`config.mk`:
```
export PLATFORM = sky130hd
export DESIGN_NAME = uart_wb_bridge
export DESIGN_NICKNAME = d
export VERILOG_FILES = /design/src/rtl/uart_wb_bridge.sv
export SDC_FILE = /design/constraint.sdc
export NUM_CORES = 1
export LEC_CHECK = 0
export ABC_AREA = 0
export CAP_MARGIN = 20
export CORE_ASPECT_RATIO = 1.2
export CORE_MARGIN = 1
export CORE_UTILIZATION = 32
export CTS_CLUSTER_SIZE = 8
export DETAILED_ROUTE_END_ITERATION = 8
export MAX_ROUTING_LAYER = met4
export PLACE_DENSITY = 0.59
export SLEW_MARGIN = 25
export SYNTH_ARGS = -nofsm -noshare
export SYNTH_HDL_FRONTEND = slang
export SYNTH_SLANG_ARGS = --single-unit
```
`constraint.sdc`:
```
create_clock -name i_controller_clk -period 11.5 [get_ports i_controller_clk]
set_input_delay 1.725 -clock i_controller_clk [delete_from_list [all_inputs] [get_ports i_controller_clk]]
set_output_delay 1.725 -clock i_controller_clk [all_outputs]
set_load 0.03 [all_outputs]
```
`src/rtl/uart_wb_bridge.sv`:
```
// UART byte-stream to wishbone command bridge: assembles 'W'/'R' frames from RX bytes,
// issues one wishbone transaction per frame and streams the status/read data back on TX.
module uart_wb_bridge #(
    parameter int ADDR_BITS  = 32,
    parameter int ADDR_BYTES = 4,
    parameter int DATA_BYTES = 16,
    parameter int TIMEOUT    = 1023
) (
    input  logic                    i_controller_clk,
    input  logic                    i_rst,
    input  logic [7:0]              i_rx_data,
    input  logic                    i_rx_valid,
    output logic [7:0]              o_tx_data,
    output logic                    o_tx_valid,
    input  logic                    i_tx_ready,
    output logic                    o_wb_cyc,
    output logic                    o_wb_stb,
    output logic                    o_wb_we,
    output logic [ADDR_BITS-1:0]    o_wb_addr,
    output logic [8*DATA_BYTES-1:0] o_wb_data,
    output logic [DATA_BYTES-1:0]   o_wb_sel,
    input  logic                    i_wb_stall,
    input  logic                    i_wb_ack,
    input  logic [8*DATA_BYTES-1:0] i_wb_data,
    output logic                    o_busy,
    output logic                    o_err,
    output logic                    o_drop
);

    localparam int AW_SR     = 8 * ADDR_BYTES;
    localparam int DW        = 8 * DATA_BYTES;
    localparam int MAX_BYTES = (ADDR_BYTES > DATA_BYTES) ? ADDR_BYTES : DATA_BYTES;
    localparam int CNT_W     = $clog2(MAX_BYTES) + 1;
    localparam int TMO_W     = $clog2(TIMEOUT + 1);
    localparam logic [CNT_W-1:0] ADDR_LAST = CNT_W'(ADDR_BYTES - 1);
    localparam logic [CNT_W-1:0] DATA_LAST = CNT_W'(DATA_BYTES - 1);
    localparam logic [TMO_W-1:0] TMO_LAST  = TMO_W'(TIMEOUT - 1);
    localparam logic [7:0] CMD_WR  = 8'h57;
    localparam logic [7:0] CMD_RD  = 8'h52;
    localparam logic [7:0] RSP_OK  = 8'h4B;
    localparam logic [7:0] RSP_TMO = 8'h54;

    typedef enum logic [2:0] {
        S_IDLE     = 3'd0,
        S_ADDR     = 3'd1,
        S_DATA     = 3'd2,
        S_REQ      = 3'd3,
        S_WAIT_ACK = 3'd4,
        S_RESP     = 3'd5
    } state_t;

    state_t                  state_q, state_d;
    logic [CNT_W-1:0]        cnt_q, cnt_d;
    logic [TMO_W-1:0]        tmo_cnt_q, tmo_cnt_d;
    logic                    we_q, we_d;
    logic                    tmo_q, tmo_d;
    logic [AW_SR-1:0]        addr_sr_q, addr_sr_d;
    logic [DW-1:0]           wb_data_q, wb_data_d;
    logic [DW-1:0]           rd_data_q, rd_data_d;
    logic                    cyc_q, cyc_d;
    logic                    stb_q, stb_d;
    logic [DATA_BYTES-1:0]   sel_q, sel_d;
    logic [7:0]              tx_data_q, tx_data_d;
    logic                    tx_valid_q, tx_valid_d;
    logic                    busy_q, busy_d;
    logic                    err_q, err_d;
    logic                    drop_q, drop_d;
    logic                    enter_req_s, ack_done_s, abort_s;
    logic [CNT_W-1:0]        tx_idx_s, resp_last_s;
    logic [7:0]              tx_byte_s;

    function automatic logic [7:0] pick_byte(input logic [DW-1:0] d, input logic [CNT_W-1:0] idx);
        logic [7:0] b;
        b = 8'h00;
        for (int k = 0; k < DATA_BYTES; k++) begin
            b = (idx == CNT_W'(k)) ? d[8*k +: 8] : b;
        end
        return b;
    endfunction

    // Next-state, frame assembly, bus handshake and response sequencing.
    always_comb begin
        state_d     = state_q;
        cnt_d       = cnt_q;
        tmo_cnt_d   = tmo_cnt_q;
        we_d        = we_q;
        tmo_d       = tmo_q;
        addr_sr_d   = addr_sr_q;
        wb_data_d   = wb_data_q;
        rd_data_d   = rd_data_q;
        cyc_d       = cyc_q;
        stb_d       = stb_q;
        sel_d       = sel_q;
        tx_data_d   = tx_data_q;
        tx_valid_d  = tx_valid_q;
        err_d       = 1'b0;
        drop_d      = 1'b0;
        enter_req_s = 1'b0;
        ack_done_s  = 1'b0;
        abort_s     = 1'b0;
        // While a byte is on offer, the next byte to present is one past the current index.
        tx_idx_s    = tx_valid_q ? cnt_q + 1'b1 : cnt_q;
        tx_byte_s   = tmo_q ? RSP_TMO : (we_q ? RSP_OK : pick_byte(rd_data_q, tx_idx_s));
        resp_last_s = (tmo_q | we_q) ? {CNT_W{1'b0}} : DATA_LAST;

        case (state_q)
            S_IDLE: begin
                if (i_rx_valid && (i_rx_data == CMD_WR || i_rx_data == CMD_RD)) begin
                    state_d = S_ADDR;
                    we_d    = (i_rx_data == CMD_WR);
                    cnt_d   = {CNT_W{1'b0}};
                end else begin
                    drop_d = i_rx_valid;
                end
            end
            S_ADDR: begin
                if (i_rx_valid) begin
                    addr_sr_d = AW_SR'({addr_sr_q, i_rx_data});
                    if (cnt_q != ADDR_LAST) begin
                        cnt_d = cnt_q + 1'b1;
                    end else if (we_q) begin
                        state_d = S_DATA;
                        cnt_d   = {CNT_W{1'b0}};
                    end else begin
                        enter_req_s = 1'b1;
                    end
                end else begin
                    cnt_d = cnt_q;
                end
            end
            S_DATA: begin
                if (i_rx_valid) begin
                    for (int k = 0; k < DATA_BYTES; k++) begin
                        wb_data_d[8*k +: 8] = (cnt_q == CNT_W'(k)) ? i_rx_data : wb_data_q[8*k +: 8];
                    end
                    cnt_d       = cnt_q + 1'b1;
                    enter_req_s = (cnt_q == DATA_LAST);
                end else begin
                    cnt_d = cnt_q;
                end
            end
            S_REQ: begin
                drop_d = i_rx_valid;
                // An ack only counts when it arrives with the accepting (unstalled) cycle.
                if (!i_wb_stall && i_wb_ack) begin
                    ack_done_s = 1'b1;
                end else if (tmo_cnt_q == TMO_LAST) begin
                    abort_s = 1'b1;
                end else begin
                    tmo_cnt_d = tmo_cnt_q + 1'b1;
                    stb_d     = i_wb_stall;
                    state_d   = i_wb_stall ? S_REQ : S_WAIT_ACK;
                end
            end
            S_WAIT_ACK: begin
                drop_d = i_rx_valid;
                if (i_wb_ack) begin
                    ack_done_s = 1'b1;
                end else if (tmo_cnt_q == TMO_LAST) begin
                    abort_s = 1'b1;
                end else begin
                    tmo_cnt_d = tmo_cnt_q + 1'b1;
                end
            end
            S_RESP: begin
                drop_d = i_rx_valid;
                if (!tx_valid_q) begin
                    tx_valid_d = 1'b1;
                    tx_data_d  = tx_byte_s;
                end else if (i_tx_ready && cnt_q == resp_last_s) begin
                    tx_valid_d = 1'b0;
                    cnt_d      = {CNT_W{1'b0}};
                    state_d    = S_IDLE;
                end else if (i_tx_ready) begin
                    cnt_d     = tx_idx_s;
                    tx_data_d = tx_byte_s;
                end else begin
                    tx_data_d = tx_data_q;
                end
            end
            default: begin
                state_d    = S_IDLE;
                cyc_d      = 1'b0;
                stb_d      = 1'b0;
                tx_valid_d = 1'b0;
            end
        endcase

        if (enter_req_s) begin
            state_d   = S_REQ;
            cyc_d     = 1'b1;
            stb_d     = 1'b1;
            sel_d     = {DATA_BYTES{1'b1}};
            tmo_cnt_d = {TMO_W{1'b0}};
            tmo_d     = 1'b0;
            cnt_d     = {CNT_W{1'b0}};
        end else if (ack_done_s || abort_s) begin
            state_d   = S_RESP;
            cyc_d     = 1'b0;
            stb_d     = 1'b0;
            sel_d     = {DATA_BYTES{1'b0}};
            cnt_d     = {CNT_W{1'b0}};
            tmo_d     = abort_s;
            err_d     = abort_s;
            rd_data_d = (ack_done_s && !we_q) ? i_wb_data : rd_data_q;
        end else begin
            sel_d = sel_q;
        end
        busy_d = (state_d != S_IDLE);
    end

    // State and output registers; reset clears everything immediately.
    always_ff @(posedge i_controller_clk or posedge i_rst) begin
        if (i_rst) begin
            state_q    <= S_IDLE;
            cnt_q      <= {CNT_W{1'b0}};
            tmo_cnt_q  <= {TMO_W{1'b0}};
            we_q       <= 1'b0;
            tmo_q      <= 1'b0;
            addr_sr_q  <= {AW_SR{1'b0}};
            wb_data_q  <= {DW{1'b0}};
            rd_data_q  <= {DW{1'b0}};
            cyc_q      <= 1'b0;
            stb_q      <= 1'b0;
            sel_q      <= {DATA_BYTES{1'b0}};
            tx_data_q  <= 8'h00;
            tx_valid_q <= 1'b0;
            busy_q     <= 1'b0;
            err_q      <= 1'b0;
            drop_q     <= 1'b0;
        end else begin
            state_q    <= state_d;
            cnt_q      <= cnt_d;
            tmo_cnt_q  <= tmo_cnt_d;
            we_q       <= we_d;
            tmo_q      <= tmo_d;
            addr_sr_q  <= addr_sr_d;
            wb_data_q  <= wb_data_d;
            rd_data_q  <= rd_data_d;
            cyc_q      <= cyc_d;
            stb_q      <= stb_d;
            sel_q      <= sel_d;
            tx_data_q  <= tx_data_d;
            tx_valid_q <= tx_valid_d;
            busy_q     <= busy_d;
            err_q      <= err_d;
            drop_q     <= drop_d;
        end
    end

    assign o_tx_data  = tx_data_q;
    assign o_tx_valid = tx_valid_q;
    assign o_wb_cyc   = cyc_q;
    assign o_wb_stb   = stb_q;
    assign o_wb_we    = we_q;
    assign o_wb_addr  = addr_sr_q[ADDR_BITS-1:0];
    assign o_wb_data  = wb_data_q;
    assign o_wb_sel   = sel_q;
    assign o_busy     = busy_q;
    assign o_err      = err_q;
    assign o_drop     = drop_q;

endmodule

```
* After elaboration in Yosys (flattened, before gate mapping)
Cells that the tools add are included.
** Storage, ports and cells
- Output and inout bits :: 191
- Logic and storage cells :: 214
- Register bits after elaboration :: 338
** Operators by class
- Multiplexer cells :: 82
- Add/sub/neg operators :: 2
- Reduce and logical (&&, ||, !) cells :: 43
- Bitwise logic cells :: 2
- Equal/unequal tests :: 54
** Operator list (number)
- two-way mux 8 bit :: 21
- == test 5 x 4 -> 1 bit (second input constant) :: 16
- AND reduction 3 bit :: 20
- two-way mux 5 bit :: 11
- == test 5 x 3 -> 1 bit (second input constant) :: 8
- two-way mux 10 bit :: 4
- two-way mux 3 bit :: 11
- two-way mux 16 bit :: 2
- inequality test 4 bit (second input constant) :: 6
- two-way mux 1 bit :: 23
- == test 5 x 2 -> 1 bit (second input constant) :: 4
- case mux 10 bit (2 select lines) :: 1
- case mux 5 bit (4 select lines) :: 1
- == test 8 x 7 -> 1 bit (second input constant) :: 2
- case mux 3 bit (5 select lines) :: 1
- case mux 1 bit (2 select lines) :: 6
- adder 10 x 1 -> 10 bit (second input constant) :: 1
- == test 10 bit (second input constant) :: 1
- == test 5 x 1 -> 1 bit (second input constant) :: 2
- logical NOT 5 bit :: 2
- inequality test 5 bit (second input constant) :: 2
- OR reduction 5 bit :: 2
- AND reduction 7 bit :: 1
- == test 3 x 2 -> 1 bit (second input constant) :: 2
- other kinds (22) :: 33

* Logic depth before layout (Yosys ltp)
Gate-level depths: netlist (run 1).
- Word-level depth :: 24
- Mapped depth :: 13
- Depth with buffers taken out :: 10

* Worst setup path after synthesis (run 1)
No wires, ideal clock.
- Path kind :: input to register
- From :: input port i_rx_data[0]
- To :: register cnt_q[3]
- Arrival :: 3.222 ns
- Stages :: 7
- Path slack :: 8.152 ns
- Data required time :: 11.374 ns
- Setup time :: 0.126 ns
- Buffers on the path :: 1
- Cell sequence :: clkbuf_1 xnor2_1 nor4b_1 or4_1 o21ai_0 a22o_4 o32a_1
** On the way
- Cells in the longest elaborated chain, start to end :: 5
** Ends and longest elaborated chain
- from (decl) :: line 11 : input logic [7:0] i_rx_data,
- == test 8 x 7 -> 1 bit :: line 108 : if (i_rx_valid && (i_rx_data == CMD_WR || i_rx_data == CMD_RD)) begin
- logical OR 1 bit * :: line 108
- logical AND 1 bit * :: line 108
- inequality test 4 bit (no source line) *
- AND reduction 7 bit (no source line) *
- to (signal assigned) :: line 216 : cnt_q <= {CNT_W{1'b0}};
- to (signal assigned) :: line 233 : cnt_q <= cnt_d;
- to (decl) :: line 53 : logic [CNT_W-1:0] cnt_q, cnt_d;
Mark *: on every way between the ends. The rest lies on a longest branch, timed or not.
A chain may end at the register's enable or synchronous reset.

* Final worst setup path (run 1)
- From :: register cnt_q[0]
- To :: register tx_data_q[7] (netlist: o_tx_data[7])
** On the way
- Cells in the longest elaborated chain, start to end :: 24
** Ends and longest elaborated chain
- adder 5 x 1 -> 5 bit :: line 102 : tx_idx_s = tx_valid_q ? cnt_q + 1'b1 : cnt_q;
- two-way mux 5 bit :: line 102
- logical NOT 5 bit :: line 76 : b = (idx == CNT_W'(k)) ? d[8*k +: 8] : b;
- two-way mux 8 bit (16 in series) :: line 76
- two-way mux 8 bit (2 in series) :: line 103 : tx_byte_s = tmo_q ? RSP_TMO : (we_q ? RSP_OK : pick_byte(rd_data_q, tx_idx_s));
- two-way mux 8 bit :: line 174 : end else if (i_tx_ready) begin
- two-way mux 8 bit :: line 170 : end else if (i_tx_ready && cnt_q == resp_last_s) begin
- two-way mux 8 bit :: line 167 : if (!tx_valid_q) begin
- to (signal assigned) :: line 243 : tx_data_q <= tx_data_d;
- to (decl) :: line 63 : logic [7:0] tx_data_q, tx_data_d;
Several ways; a longest one is shown, not always the timed one. The select of a mux whose other input is x is not followed.

==> summary.txt, run 1 <==
Clocking
  • CTS tree: built
  • CTS root buf: clkbuf_16
  • Clk buf depth: 3
  • H-tree depth: 2
  • Post-CTS setup buffers: 0
  • CTS sink cnt: approximately 320
  • Num CTS Buffers: 46
  • Clock transition at path regs: 50 ps
  • Clock Latency Late Sink: 550 ps
  • # hold bufs at CTS: 0
  • Post-cts gate resize count: 0

STA
  • Worst-Margin Slew: about 1000 ps
  • Worst Skew: 17.84 ps
  • Min Clock Period, post-route: 4381 ps
  • Final Hold Fails: 0
  • RSZ-0062 raised after global routing: false
  • TNS Setup: 0 ps
  • Crit share post-route: 38.09%
  • Worst relative slew slack: 32.09%
  • Final worst slack: 7119 ps
  • Finish-stage setup viols: 0
  • Peak Freq: 228.3 MHz
  • Final Slew Violations: 0

GRT
  • Total grt overflow: 0
  • Largest net degree at the start of global routing: 94
  • GRT Resource Usage Total: around a fifth
  • Vias in the first global route: 10700
  • First-pass GRT wire length: 65.57 mm
  • Initial antenna violation count: 1

Outcome
  • Outcome: completed

Cells and area
  • Final #Nets: 1574
  • Layout area overhead: 34.93%
  • Post-Layout Cell Count: just under 2000
  • Ratio of cells with drive above 1 in the final layout: approximately a quarter
  • Fin area: 19370 um^2

Placement
  • Area after DPL: around 18000 um^2
  • DPL Wire Length: around 31 mm
  • Global placer's final weighted congestion: 0.8038
  • Dpl ws: 6683 ps
  • Dpl cells: 1935
  • Port bufs: 332

Setup path
  • Crit Path Category: flip-flop to flip-flop
  • Worst Path Max Fanout: 26
  • Worst EP arrival: 4820 ps
  • R2R depth: 11
  • CP Launch Type: flip-flop
  • R2R setup slack: 7120 ps
  • Required @ worst endpoint: 11940 ps
  • Setup crit end kind: flip-flop

Routing
  • Starting DRT DRC Count: 514
  • Via count: 10350
  • Routed vias/inst: 5.203
  • Avg WL per Cell: 21.77 um
  • Post-route ant nets: 0
  • # DRC: 0
  • Post-Route WL: 43.31 mm
  • Initial DRT Pass Iterations: 5

Power
  • Overall Power: 4.323 mW
  • Leakage: 8.446 nW
  • PwrDens: 223.2 nW/um^2
  • Maximum VDD drop: 0.1196 mV

Yosys
  • Distinct cell type count after synthesis: 75
  • Synthesized area: 14360 um^2
  • Area share of the largest cell type after synthesis: 56.31%
  • Most instantiated library cell after synthesis: dfrtp_1
  • Mapped Cells: between 1000 and 1500
  • Async S/R FF share, synth: between 90% and 100%
  • Largest area contributor in the netlist: dfrtp_1
  • Post-Syn Nets: about 1300
  • Top cells by area, synth: dfrtp_1 (56%), mux2_2 (23%), a21oi_1 (1.5%), clkbuf_1 (1.4%), nand2_1 (1.2%)
  • Synth top cells by count: dfrtp_1 (323), mux2_2 (291), clkbuf_1 (53)
  • Sequential area share after synthesis: 56.31%
  • Yosys warnings: 0
  • Mean area per synthesized cell: between 10 and 15 um^2
  • Post-synth top flop: dfrtp_1
  • Yosys reg bits: 323
  • EDFF count, synth: 0

Die
  • Die Wd: 195.3 um
  • # rows: 84
  • Core area: 44040 um^2
  • Die H: about 230 um
  • Starting Density: about a third
  • Area of the die: 45710 um^2
  • I/O pin cnt: 333

Worst hold path
  • Worst hold path class: flip-flop to flip-flop
  • Hold depth: 1

Run
  • Max Cap Viol: 0
[power breakdown]
part	total [mW]	internal, mW	switching [mW]	leakage (nW)
Clock	1.19	0.712	0.475	0.594
Sequential	1.69	1.46	0.230	4.20
Combinational	1.45	0.678	0.769	3.65
[layer usage]
| metal | track usage [%] | share of wire, % |
|---|---|---|
| met2 | 32.43 | 49 |
| met4 | 7.283 | 3.3 |
| met1 | 23.29 | 42 |
| met5 | - | 0 |
| met3 | 3.854 | 5.6 |
[worst paths after layout]
check | startpoint | endpoint
max in group asynchronous | i_rst | o_wb_addr[2]
max | cnt_q[0] | o_tx_data[7]
min reg2reg | rd_data_q[48] | rd_data_q[48]
min | rd_data_q[48] | rd_data_q[48]
max reg2reg | cnt_q[0] | o_tx_data[7]
min in group asynchronous | i_rst | rd_data_q[12]
[cells in the final DEF (no fill, tap or decap), drive strengths merged, types with 7 or more instances in the layout]
cell           netlist  routed
clkdlybuf4s50        0     332
dfrtp              323     323
mux2               291     291
clkbuf              53      50
nand2               45      45
nor2                43      43
a21oi               42      42
o21ai               39      39
a22oi               23      23
nand3               20      20
buf                 36      20
o22ai               16      16
inv                 11      13
nor3                11      11
nand4                9       9
a22o                 9       9
a222oi               7       7
ha                   7       7
or2                  7       7
[metrics by stage]
stage                     hold slack, ps  util, %
final                              493.8    43.98
after global routing               510.0    43.98
after CTS                          501.4    43.91
after detailed placement           490.5    41.17
after global placement             486.4    41.15
after floorplan                    474.0        -
[critical path, stage by stage, from the launching register on]
cell,delay (ps)
dfrtp_1,780
ha_1,720
and3_1,250
ha_1,290
nor4bb_1,190
or2_1,260
buf_4,240
a222oi_1,510
a21oi_1,150
o21ai_0,450
nand2_1,130
a32o_1,270
[state kept, by name (all words and copies together), names as in the netlist]
name        count
o_wb_data     128
rd_data_q     128
o_wb_addr      32
tmo_cnt_q      10
o_tx_data       8
cnt_q           5
state_q         3
o_busy          1
o_drop          1
o_err           1
o_tx_valid      1
o_wb_cyc        1
o_wb_sel        1
o_wb_stb        1
o_wb_we         1
tmo_q           1
[cells by family after synthesis]
kind of cell             Yosys count  share of synthesized area [%]
flip-flops                       323                          56.31
multiplexers                     292                          22.90
AO/OA/AOI/OAI                    197                          9.666
AND/OR/NAND/NOR                  187                          6.825
buffers and inverters            100                          3.208
XOR/XNOR                           8                         0.4881
adder cells (fa/ha/maj)            7                         0.6101
[area by class of cell]
class,count,area (um^2)
tap,559,699.4
fill,4048,24670
sequential,323,8083
clock inverter,3,33.78
multi-input combinational,691,5832
clock buffer,50,1176
inverter,11,48.80
timing repair buffer,352,3493
antenna,1,2.502
Power figures use the tool's default switching activity.
==> run 2, diff against run 1 <==
- PLACE_DENSITY: 0.59 -> 0.61
- clock period: 11.5 -> 4 ns (I/O delays scaled with it)
==> summary.txt, run 2 (synthesis results as in run 1) <==
Outcome
  • Outcome: completed

Placement
  • Global placer's final weighted congestion: 0.9142
  • Dpl cells: 1953
  • Area after DPL: 18340 um^2
  • DPL Wire Length: 33.29 mm
  • Port bufs: approximately 330
  • Dpl ws: 819.8 ps

Cells and area
  • Commonest non-fill, non-tap cell in the layout: clkdlybuf4s50_1
  • Ratio of cells with drive above 1 in the final layout: 27.47%
  • Post-Layout Cell Count: 2006
  • Final #Nets: 1591
  • Most frequent cells in the layout: clkdlybuf4s50_1 (332), dfrtp_1 (323), mux2_2 (291)
  • Fin area: 19540 um^2
  • Layout area overhead: 36.15%
  • Fillers: 4056

STA
  • Worst relative slew slack: 41.96%
  • Min Clock Period, post-route: around 3300 ps
  • Finish-stage setup viols: 0
  • Final worst slack: 742.9 ps
  • Peak Freq: 307.0 MHz
  • Final Slew Violations: 0
  • Crit share post-route: around four fifths
  • Worst Skew: a little over 30 ps
  • Worst-Margin Slew: 870.5 ps
  • TNS Setup: 0 ps
  • RSZ-0062 raised after global routing: false
  • Final Hold Fails: 0

Clocking
  • Post-CTS setup buffers: 0
  • Clk buf depth: 3
  • # hold bufs at CTS: 0
  • CTS root buf: clkbuf_16
  • Post-cts gate resize count: 0
  • H-tree depth: 2
  • CTS sink cnt: 323
  • Clock Latency Late Sink: 580 ps
  • Num CTS Buffers: 46
  • CTS tree: built
  • Clock transition at path regs: 60 ps

Routing
  • Initial DRT Pass Iterations: 5
  • # DRC: 0
  • Post-route ant nets: 0
  • Post-Route WL: about 45 mm
  • Routed vias/inst: 5.221
  • Starting DRT DRC Count: 467
  • Via count: about 10000
  • Avg WL per Cell: 22.44 um

Power
  • Leakage: between 8 and 9 nW
  • Sw Pwr: 4.310 mW
  • Sequential power share: 39.9%
  • Power share of the combinational group: 32.9%
  • Net Sw Frac: 34.33%
  • Maximum VDD drop: about 0.40 mV
  • P_int: 8.244 mW
  • PwrDens: 642.3 nW/um^2
  • Clock power frac: 27.1%

Die
  • Die Wd: 195.3 um
  • # rows: 84
  • Area of the die: 45710 um^2
  • Starting Density: 32.60%
  • Core area: 44040 um^2
  • Die H: between 200 and 250 um
  • I/O pin cnt: 333

Worst hold path
  • Worst hold path class: input port to async pin

GRT
  • Initial antenna violation count: 1
  • Largest net degree at the start of global routing: 129
  • Total grt overflow: 0
  • GRT Resource Usage Total: 20.45%
  • Vias in the first global route: 10820
  • First-pass GRT wire length: 68.30 mm

Setup path
  • Worst Path Max Fanout: 19
  • Crit Path Category: flip-flop to flip-flop
  • CP Launch Type: flip-flop
  • R2R depth: 10
  • Required @ worst endpoint: about 4500 ps
  • Worst EP arrival: 3720 ps
  • Setup crit end kind: flip-flop

Run
  • Max Cap Viol: 0
==> run 2: changes by cell type in the layout (fill, tap and decap cells not counted), sizes merged <==
cell / before / now
inv: 13 / 11
clkinvlp: 0 / 1
buf: 20 / 37
clkbuf: 50 / 49
diode: 1 / 2
==> run 2: worst max-delay path, stage by stage, from the launching register on <==
cell and delay [ps]:
dfrtp_1 380, ha_1 210, and3_1 180, ha_1 350
and4_1 240, or2_1 510, a222oi_1 400, a21oi_1 110
o21ai_0 410, nand2_1 100, a32o_1 260
==> run 2: layout make-up <==
type | count | area (um^2) | share of cell area (%)
Antenna cell | 2 | 5.005 | 0.02561
Clock buffer | 49 | 1184 | 6.056
Clock inverter | 2 | 13.76 | 0.07042
Inverter | 11 | 45.04 | 0.2305
Multi-Input combinational cell | 691 | 5826 | 29.81
Sequential cell | 323 | 8083 | 41.36
Tap cell | 559 | 699.4 | 3.579
Timing Repair Buffer | 369 | 3689 | 18.87
==> run 2: routing by layer <==
metal,part of all wire [%],track usage (%),routed length (um),up-vias
li1,-,-,-,4730
met1,40,23.82,18000,5293
met2,51,34.55,22860,360
met3,5.8,4.056,2594,90
met4,3.5,8.415,1566,0
met5,0,-,0,-
==> run 2: path summary, 6_finish.rpt <==
check / start / to / slack [ps]
worst max-delay path: cnt_q[0] / o_tx_data[7] / 740
worst min-delay path: i_rst / o_wb_data[105] / 460
worst max register to register: cnt_q[0] / o_tx_data[7] / 740
worst min register to register: o_wb_data[107] / o_wb_data[107] / 500
max in group asynchronous: i_rst / rd_data_q[89] / 2550
min in group i_controller_clk: o_wb_data[107] / o_wb_data[107] / 500
==> run 2: stage by stage <==
step / total power, mW / hold WS, ps / util (%)
6_report: 12.55 / 455.4 / 44.38
3_3_place_gp: 9.124 / 486.0 / 41.65
4_1_cts: 12.67 / 448.4 / 44.37
5_1_grt: 13.17 / 496.6 / 44.37
2_1_floorplan: 7.503 / 474.0 / -
3_5_place_dp: 9.208 / 488.7 / 41.65
==> run 2: power by group through the flow <==
stage / clock network [mW] / logic (mW) / registers [mW]
final: 3.41 / 4.13 / 5.01
after global routing: 3.63 / 4.42 / 5.13
after CTS: 3.50 / 4.15 / 5.03
after detailed placement: 0 / 4.13 / 5.08
after global placement: 0 / 4.06 / 5.07
after floorplan: 0 / 2.34 / 5.17
==> run 3, diff against run 2 <==
- PLACE_DENSITY: 0.61 -> 0.59
- clock period: 4 -> 3.3 ns (I/O delays scaled with it)
==> summary.txt, run 3 (synthesis results as in run 1) <==
Outcome
  • Outcome: completed

Cells and area
  • Antenna cell count: 0
  • Commonest non-fill, non-tap cell in the layout: clkdlybuf4s50_1
  • Fin area: just under 20000 um^2
  • Layout area overhead: 37.54%
  • Most frequent cells in the layout: clkdlybuf4s50_1 (332), dfrtp_1 (323), mux2_2 (291)
  • Final #Nets: around 1600
  • Ratio of cells with drive above 1 in the final layout: between 20% and 30%

Routing
  • Post-Route WL: 45.18 mm
  • Met2 WL: about 23 mm
  • Top sig layer: met4
  • # DRC: 0
  • Via count: 10510
  • Routed vias/inst: 5.181
  • Avg WL per Cell: around 22 um
  • Starting DRT DRC Count: 491
  • Post-route ant nets: 0
  • Met3 WL post-DR: 1.955 mm
  • Initial DRT Pass Iterations: 7
  • M1 WL: ~18 mm

Clocking
  • Clock Latency Late Sink: 550 ps
  • CTS root buf: clkbuf_16
  • Post-CTS setup buffers: 0
  • H-tree depth: 2
  • CTS sink cnt: 323
  • Clk buf depth: 3
  • Clock transition at path regs: 60 ps
  • Num CTS Buffers: 46
  • CTS tree: built

Die
  • Starting Density: 32.60%
  • Core area: about 44000 um^2
  • Area of the die: 45710 um^2
  • I/O pin cnt: between 300 and 400
  • Die H: 234.0 um
  • Die Wd: 195.3 um
  • # rows: 84

STA
  • Crit share post-route: 95.92%
  • Peak Freq: 315.9 MHz
  • RSZ-0062 raised after global routing: false
  • Worst-Margin Slew: about 840 ps
  • Fin Hold WS: 475.4 ps
  • Final Hold Fails: 0
  • Final Slew Violations: 0
  • Worst Skew: 26.41 ps
  • Worst relative slew slack: 43.84%
  • Min Clock Period, post-route: 3165 ps
  • TNS Setup: 0 ps
  • Finish-stage setup viols: 0

GRT
  • First-pass GRT wire length: 68.43 mm
  • Initial antenna violation count: 0
  • Total grt overflow: 0
  • Vias in the first global route: 11030
  • GRT Resource Usage Total: approximately a fifth
  • Largest net degree at the start of global routing: 70

Setup path
  • Worst Path Max Fanout: 12
  • Crit Path Category: flip-flop to flip-flop
  • R2R depth: 11
  • CP Launch Type: flip-flop
  • Worst EP arrival: approximately 3600 ps
  • Required @ worst endpoint: approximately 3700 ps
  • Reg2reg start: cnt_q[0]
  • CP startpoint: cnt_q[0]
  • Setup crit end kind: flip-flop

Power
  • Overall Power: roughly 15 mW
  • PwrDens: 777.1 nW/um^2
  • Maximum VDD drop: 0.3810 mV
  • Leakage: 8.674 nW

Placement
  • DPL Wire Length: 33.83 mm
  • Area after DPL: 18520 um^2
  • Port bufs: ~330
  • Global placer's final weighted congestion: ~0.9

Run
  • Max Cap Viol: 0

Worst hold path
  • Worst hold path class: input port to async pin
## run 3: cell types whose count changed in the layout (fill, tap and decap cells not counted), sizes merged
| cell | previous run | this run |
|---|---|---|
| buf | 37 | 62 |
| diode | 2 | 0 |
| clkinv | 1 | 0 |
| clkbuf | 49 | 50 |
## run 3: cell type report
| cell class | count | area (um^2) |
|---|---|---|
| flip-flops and latches | 323 | 8083 |
| clock buffers | 50 | 1207 |
| well taps | 559 | 699.4 |
| multi-input cells | 691 | 5837 |
| repair buffers | 394 | 3864 |
| fillers | 4078 | 24290 |
| clock inverters | 1 | 8.758 |
| inverters | 11 | 45.04 |
## run 3: where the power goes
group / switching (mW) / total, mW / internal (mW)
sequential: 0.976 / 6.07 / 5.09
combinational: 2.63 / 5.13 / 2.50
clock: 1.61 / 4.14 / 2.53
total: 5.22 / 15.3 / 10.1
## run 3: routing by layer
layer | GRT usage [%] | vias up
li1 | - | 4774
met1 | 23.70 | 5293
met2 | 35.52 | 370
met3 | 3.250 | 75
met4 | 7.702 | 0
met5 | - | -
## run 3: per-stage QoR
stage / std cells / util [%] / worst slack (ps)
final: 2029 / 44.83 / 134.7
after floorplan: 1114 / - / -1504
after CTS: 2029 / 44.81 / 108.5
after global routing: 2029 / 44.83 / 12.75
after detailed placement: 1978 / 42.05 / 124.9
after global placement: 1978 / 42.05 / 201.8
## run 3: final timing paths
path / slack [ps] / end
worst max-delay path: 130 / o_tx_data[5]
worst min-delay path: 480 / o_wb_data[113]
worst max register to register: 130 / o_tx_data[5]
worst min register to register: 500 / o_wb_data[10]
max in group asynchronous: 2030 / tmo_cnt_q[6]
min in group i_controller_clk: 500 / o_wb_data[10]
## run 3: critical path: stages, from the launching register on
cell	delay, ps
dfrtp_1	380
ha_1	210
and3_1	180
ha_1	360
and4_1	240
or2_2	420
buf_4	230
a22oi_1	240
a21oi_1	120
a311oi_1	260
o21ai_1	150
a41o_1	250
## run 3: repair_timing
action,CTS,global route
resized for setup,0,4
hold buffers,0,0
setup endpoints to repair,0,4
endpoints found under the hold margin,0,0
